===== config.mk =====
export PLATFORM = sky130hd
export DESIGN_NAME = spram_pwr_ctrl
export DESIGN_NICKNAME = d
export VERILOG_FILES = /design/src/rtl/spram_pwr_ctrl.sv
export SDC_FILE = /design/constraint.sdc
export NUM_CORES = 1
export LEC_CHECK = 0
export BUFFER_PORTS_ARGS = -buffer_cell sky130_fd_sc_hd__buf_2
export CORE_MARGIN = 3
export CORE_UTILIZATION = 41
export CTS_BUF_LIST = sky130_fd_sc_hd__clkbuf_4 sky130_fd_sc_hd__clkbuf_8
export DETAILED_ROUTE_END_ITERATION = 10
export PLACE_DENSITY_LB_ADDON = 0.12
export SETUP_SLACK_MARGIN = 0.5
export SLEW_MARGIN = 10
export SYNTH_ARGS = -nofsm -noshare
export SYNTH_HDL_FRONTEND = slang
export SYNTH_SLANG_ARGS = --single-unit

===== constraint.sdc =====
create_clock -name clk_i -period 3 [get_ports clk_i]
set_input_delay 0.3 -clock clk_i [delete_from_list [all_inputs] [get_ports clk_i]]
set_output_delay 0.3 -clock clk_i [all_outputs]
set_load 0.01 [all_outputs]

===== src/rtl/spram_pwr_ctrl.sv =====
// Power-state sequencer and access gate for one SPRAM wrapper instance.
// Idle periods step the RAM through standby and sleep; a request wakes it and stalls.
module spram_pwr_ctrl #(
  parameter int unsigned LS_IDLE = 16,
  parameter int unsigned DS_IDLE = 256,
  parameter int unsigned WAKE_LS = 1,
  parameter int unsigned WAKE_DS = 4
) (
  input  logic        clk_i,
  input  logic        rst_i,
  input  logic        sleep_en_i,
  input  logic        req_i,
  input  logic        we_i,
  input  logic [3:0]  be_i,
  input  logic [13:0] addr_i,
  input  logic [31:0] wdata_i,
  output logic        ready_o,
  output logic        rvalid_o,
  output logic [31:0] rdata_o,
  output logic        ram_sel_o,
  output logic        ram_we_o,
  output logic [3:0]  ram_be_o,
  output logic [13:0] ram_addr_o,
  output logic [31:0] ram_din_o,
  input  logic [31:0] ram_dout_i,
  output logic        ls_req_o,
  output logic        ds_req_o,
  output logic [1:0]  pwr_state_o
);

  localparam int unsigned MAX_A   = (LS_IDLE > DS_IDLE) ? LS_IDLE : DS_IDLE;
  localparam int unsigned MAX_CNT = (MAX_A > WAKE_DS) ? MAX_A : WAKE_DS;
  localparam int unsigned CW      = $clog2(MAX_CNT) + 1;

  typedef enum logic [1:0] {
    ST_ACTIVE  = 2'd0,
    ST_STANDBY = 2'd1,
    ST_SLEEP   = 2'd2,
    ST_WAKE    = 2'd3
  } state_e;

  state_e        state_q, state_d;
  logic [CW-1:0] idle_cnt_q, idle_cnt_d;
  logic [CW-1:0] wake_cnt_q, wake_cnt_d;
  logic          rvalid_q, rvalid_d;
  logic          ls_req_q, ls_req_d;
  logic          ds_req_q, ds_req_d;

  // Access gate: requests pass straight through only while awake
  assign ready_o     = req_i & (state_q == ST_ACTIVE);
  assign ram_sel_o   = ready_o;
  assign ram_we_o    = we_i & ready_o;
  assign ram_be_o    = be_i;
  assign ram_addr_o  = addr_i;
  assign ram_din_o   = wdata_i;
  assign rdata_o     = ram_dout_i;
  assign rvalid_o    = rvalid_q;
  assign ls_req_o    = ls_req_q;
  assign ds_req_o    = ds_req_q;
  assign pwr_state_o = state_q;

  always_ff @(posedge clk_i) begin
    if (rst_i) begin
      state_q    <= ST_ACTIVE;
      idle_cnt_q <= '0;
      wake_cnt_q <= '0;
      rvalid_q   <= 1'b0;
      ls_req_q   <= 1'b0;
      ds_req_q   <= 1'b0;
    end else begin
      state_q    <= state_d;
      idle_cnt_q <= idle_cnt_d;
      wake_cnt_q <= wake_cnt_d;
      rvalid_q   <= rvalid_d;
      ls_req_q   <= ls_req_d;
      ds_req_q   <= ds_req_d;
    end
  end

  // Next-state logic; power requests follow the next state so they align with pwr_state
  always_comb begin
    state_d    = state_q;
    idle_cnt_d = idle_cnt_q;
    wake_cnt_d = wake_cnt_q;
    rvalid_d   = ready_o & ~we_i;

    unique case (state_q)
      ST_ACTIVE: begin
        if (req_i || !sleep_en_i) begin
          idle_cnt_d = '0;
        end else if (idle_cnt_q == CW'(LS_IDLE - 1)) begin
          state_d    = ST_STANDBY;
          idle_cnt_d = '0;
        end else begin
          idle_cnt_d = idle_cnt_q + CW'(1);
        end
      end
      ST_STANDBY: begin
        if (req_i || !sleep_en_i) begin
          state_d    = ST_WAKE;
          wake_cnt_d = CW'(WAKE_LS - 1);
          idle_cnt_d = '0;
        end else if (idle_cnt_q == CW'(DS_IDLE - 1)) begin
          state_d    = ST_SLEEP;
          idle_cnt_d = '0;
        end else begin
          idle_cnt_d = idle_cnt_q + CW'(1);
        end
      end
      ST_SLEEP: begin
        if (req_i || !sleep_en_i) begin
          state_d    = ST_WAKE;
          wake_cnt_d = CW'(WAKE_DS - 1);
        end
      end
      ST_WAKE: begin
        // Wake always runs to completion, even if the request is withdrawn
        if (wake_cnt_q == '0) begin
          state_d    = ST_ACTIVE;
          idle_cnt_d = '0;
        end else begin
          wake_cnt_d = wake_cnt_q - CW'(1);
        end
      end
      default: state_d = ST_ACTIVE;
    endcase

    ls_req_d = (state_d == ST_STANDBY);
    ds_req_d = (state_d == ST_SLEEP);
  end

endmodule


# Word-level counts from Yosys, hierarchy flattened
# Cells that the tools add are included.
# op_classes
addsub,2
mul,0
div,0
magnitude_cmp,0
eq_ne,11
n_shift,0
muxes,17
bitwise_logic,4
reduce_logical,8
# ops
operator,n
2-to-1 mux 9 bit,8
one-hot mux 9 bit (3 select lines),2
2-to-1 mux 2 bit,6
adder 9 x 1 -> 9 bit (second input constant),1
equality test 9 x 4 -> 1 bit (second input constant),1
equality test 9 x 8 -> 1 bit (second input constant),1
logical NOT 9 bit,1
subtractor 9 x 1 -> 9 bit (second input constant),1
!= test 2 bit (second input constant),4
one-hot mux 2 bit (4 select lines),1
equality test 2 bit (second input constant),3
nonzero test 3 bit,2
equality test 2 x 1 -> 1 bit (second input constant),2
AND reduction 4 bit,1
AND 1 bit,3
logical NOT 2 bit,1
AND reduction 2 bit,1
logical NOT 1 bit,1
logical OR 1 bit,1
NOT 1 bit,1
# totals
ff_bits,23
latch_bits,0
ram_bits,0
romBits,0
inputBits,87
output_inout_bits,90
elab_cells,48
memories,0

# Logic depth before layout (Yosys ltp)
# depth
word_depth,5
mapped_depth,9
mapped_depth_nobuf,9

# Worst setup path after synthesis
# Ideal clock, no wire load.
# synth_path
path_kind,flip-flop to flip-flop
start,register wake_cnt_q[0]
end,register idle_cnt_q[8]
arrival_time_ns,1.700
required_time_ns,2.904
path_slack_ns,1.205
stages_incl_launch_ff,6
path_buffers,0
path_cell_list,dfxtp_1 > inv_1 > ha_1 > or4b_4 > o31a_1 > o41ai_2
# synth_via
elab_chain_cells,3
# synth_rtl
item,line,source
start: declaration,44,"logic [CW-1:0] wake_cnt_q, wake_cnt_d;"
start signal: assignment,73,wake_cnt_q <= wake_cnt_d;
logical NOT 9 bit,118,if (wake_cnt_q == '0) begin
!= test 2 bit (no source line),n/a,
AND reduction 2 bit (no source line),n/a,
end signal: assignment,72,idle_cnt_q <= idle_cnt_d;
end: declaration,43,"logic [CW-1:0] idle_cnt_q, idle_cnt_d;"
# No other way between the ends.
# A chain may end at the register's enable or synchronous reset.

# Worst setup path after layout
# layout_path
start,"register state_q[0], in the netlist pwr_state_o[0]"
end,register wake_cnt_q[7]
# layout_via
elab_chain_cells,3
word_cells_on_any_way,9
# layout_rtl
item,line,source
start: declaration,42,"state_e state_q, state_d;"
start signal: assignment,71,state_q <= state_d;
equality test 2 bit or equality test 2 x 1 -> 1 bit (tied branches),87,unique case (state_q)
!= test 2 bit (no source line) or nonzero test 3 bit (tied branches),n/a,
AND reduction 4 bit (no source line),n/a,
# Parallel ways exist; a longest one is shown, timed or not.

==> out/metrics.yaml <==
status: "finished, final reports clean"
drive_gt1_share_pct: 12.9
area_growth_pct: -24.5
grt_use_total_pct: 15.1
power.leakage_nw: 0.550
slew_violations: 0
startpoint_type: "flop"
grt_pass1_vias: 1259
synth-seq-cells: 23
coreArea_sq_mm: 0.00447
r2r_cells: 4
clockBufferDepth: 2
row_count: 24
syn_inst: 243
reg2reg_to: "wake_cnt_q[7]"
cts_root_buffer: "clkbuf_8"
cts_tree: "done"
grt_max_degree: 19
power.density_mw_per_mm2: 533
clk_latency_ps: 260
grt_pass1_wl_microns: 6580
post_dp_cell_area_sq_mm: 0.00143
dieArea_sq_mm: 0.00565
cp-endpoint: "wake_cnt_q[7]"
critical_path_arrival_ps: 2290
worst_pin_slew_ps: 717
drtIter0Drc: 74
synth_nets: 334
worstSetupStartpoint: "pwr_state_o[0]"
synth-warning-count: 0
cts_buffers: 3
setup_tns_ps: 0
clock-sinks: 23
r2r_slack_ps: 910
synth-async-reset-ratio_pct: 0
start_util_pct: 43.9
n_antenna_cell: 0
cts_htree_levels: 1
setup.worst_path.end_class: "flop"
io_pins: 177
chipHeight_microns: 75.2
vias: 1335
clkSlewWorstSetupHoldPaths_ps: 90
fmax_ghz: 0.478
routed_wl_microns: 4280
required_ps: 3200
detail_route.wl_per_cell_microns: 19.3
synth.distinct_cells: 46
placed_cells: 218
rsz0062_at_grt: "no"
r2r_start: "pwr_state_o[0]"
gp_congestion: 0.770
instances_no_fill: 222
cts_hold_buf: 0
hold_viol: 0
maxSlewHeadroom_pct: 52.2
holdCritPathClass: "primary input to flop"
ys_dominant_reg_cell: "dfxtp_1"
antenna_found_initial: 0
fin_crit_sh_pct: 69.7
drc_errors: 0
fp.dieW_microns: 75.2
stdcell_area_sq_mm: 0.00148
worstSetupPathType: "flop to flop"
drv_cap: 0
synth_area_sq_mm: 0.00196
synth_edf_count: 0
syn_area_per_cell_sq_um: 8.08
fin_hold_ws_ps: 208
ys_seq_area_share_pct: 23.5
hpwl_microns: 3270
setup_viol: 0
worst-path-max-fanout: 17
viasPerCell: 6.01
ir_drop_mv: 0.181
skew_ps: 4.42
timing.final.crit_period_ps: 2090
ctsResizeCount: 0
grt.overflow.total: 0
fin_nets: 262
firstDrtPassIters: 4
ant_nets: 0
cts_setup_buffers: 0
io_buffers: 12
[worst min-delay path by stage]
stage,start,to,cells past startpoint
finish,we_i,rvalid_o,2
CTS,we_i,rvalid_o,2
floorplan,we_i,rvalid_o,1
global route,we_i,rvalid_o,2
global placement,idle_cnt_q[1],idle_cnt_q[1],2
detailed placement,idle_cnt_q[1],idle_cnt_q[1],2
[cell families (layout without fill, tap and decap cells)]
logic type	count (synthesis)	count (layout)	synth area share (%)
xor gates and xnor gates	1	1	0.446
muxes	3	3	1.53
buffers and inverters	96	23	34.7
adders and majority gates	4	4	2.55
AOI/OAI and AO/OA	37	37	14.0
and+or+nand+nor	79	79	23.3
DFF	23	23	23.5
[metrics by stage]
step	util, %	setup slack [ps]	total power [mW]
after floorplan	-	1200	0.651
after CTS	33.1	892	0.800
after global routing	33.1	702	0.843
after detailed placement	32.0	916	0.590
final	33.1	908	0.790
after global placement	32.0	969	0.591
[registers in the layout, summed over array words and instances, names as in the netlist]
name,cells
rvalid_o,1
ls_req_o,1
wake_cnt_q,9
pwr_state_o,2
ds_req_o,1
idle_cnt_q,9
[critical path, cell delays in order (launching register included)]
cell	delay (ps)
dfxtp_1	690
nor3b_1	190
or3_1	470
or4_1	500
a21boi_1	160
[layout make-up]
type                            instances  area [sq um]
Timing Repair Buffer                   12          60.1
Fill cell                             467          2990
Tap cell                               52          65.1
Multi-Input combinational cell        124           822
Clock buffer                            4          48.8
Sequential cell                        23           460
Inverter                                7          26.3
[metal layers]
layer | wire length, microns | GRT usage, % | vias to the layer above | share of wire [%]
met4 | 199 | 8.93 | 0 | 4.7
met1 | 1610 | 17.6 | 598 | 38
met5 | 0 | 0 | - | 0
met2 | 2020 | 24.5 | 77 | 47
li1 | - | - | 626 | -
met3 | 453 | 4.27 | 34 | 11
[synthesized netlist by cell type (5+ instances only)]
cell type / n / share of area [%]
nand2b_1: 6 / 1.9
a21oi_1: 8 / 2.0
nand4_1: 7 / 2.2
nand2_1: 17 / 3.3
buf_4: 83 / 32
inv_1: 7 / 1.3
a31oi_1: 6 / 1.9
nand3_1: 11 / 2.8
nor3_1: 5 / 1.3
dfxtp_1: 23 / 23
[power breakdown]
group          internal (mW)  leakage, nW  switching [mW]  total, mW
Combinational         0.0892        0.337           0.129      0.219
Sequential             0.330        0.186          0.0356      0.366
Clock                  0.104       0.0262           0.102      0.205
[cells in the final DEF (no fill, tap or decap), drive strengths merged, types with 2 or more instances in the layout]
cell,instances
nand3,11
o31a,2
or2,2
a311oi,2
nand2b,6
inv,7
buf,12
dfxtp,23
a211oi,2
nor2b,3
a21oi,8
and3,2
nor3,5
a21boi,3
and4,2
a31oi,6
nand4,7
nor3b,3
ha,4
nand3b,2
mux2i,3
clkbuf,4
or3,4
nor2,5
nor4b,2
o21a,2
nand2,17
o31ai,3
or4,3
o21ai,3
Note: power is estimated with default switching activity, not from simulation.
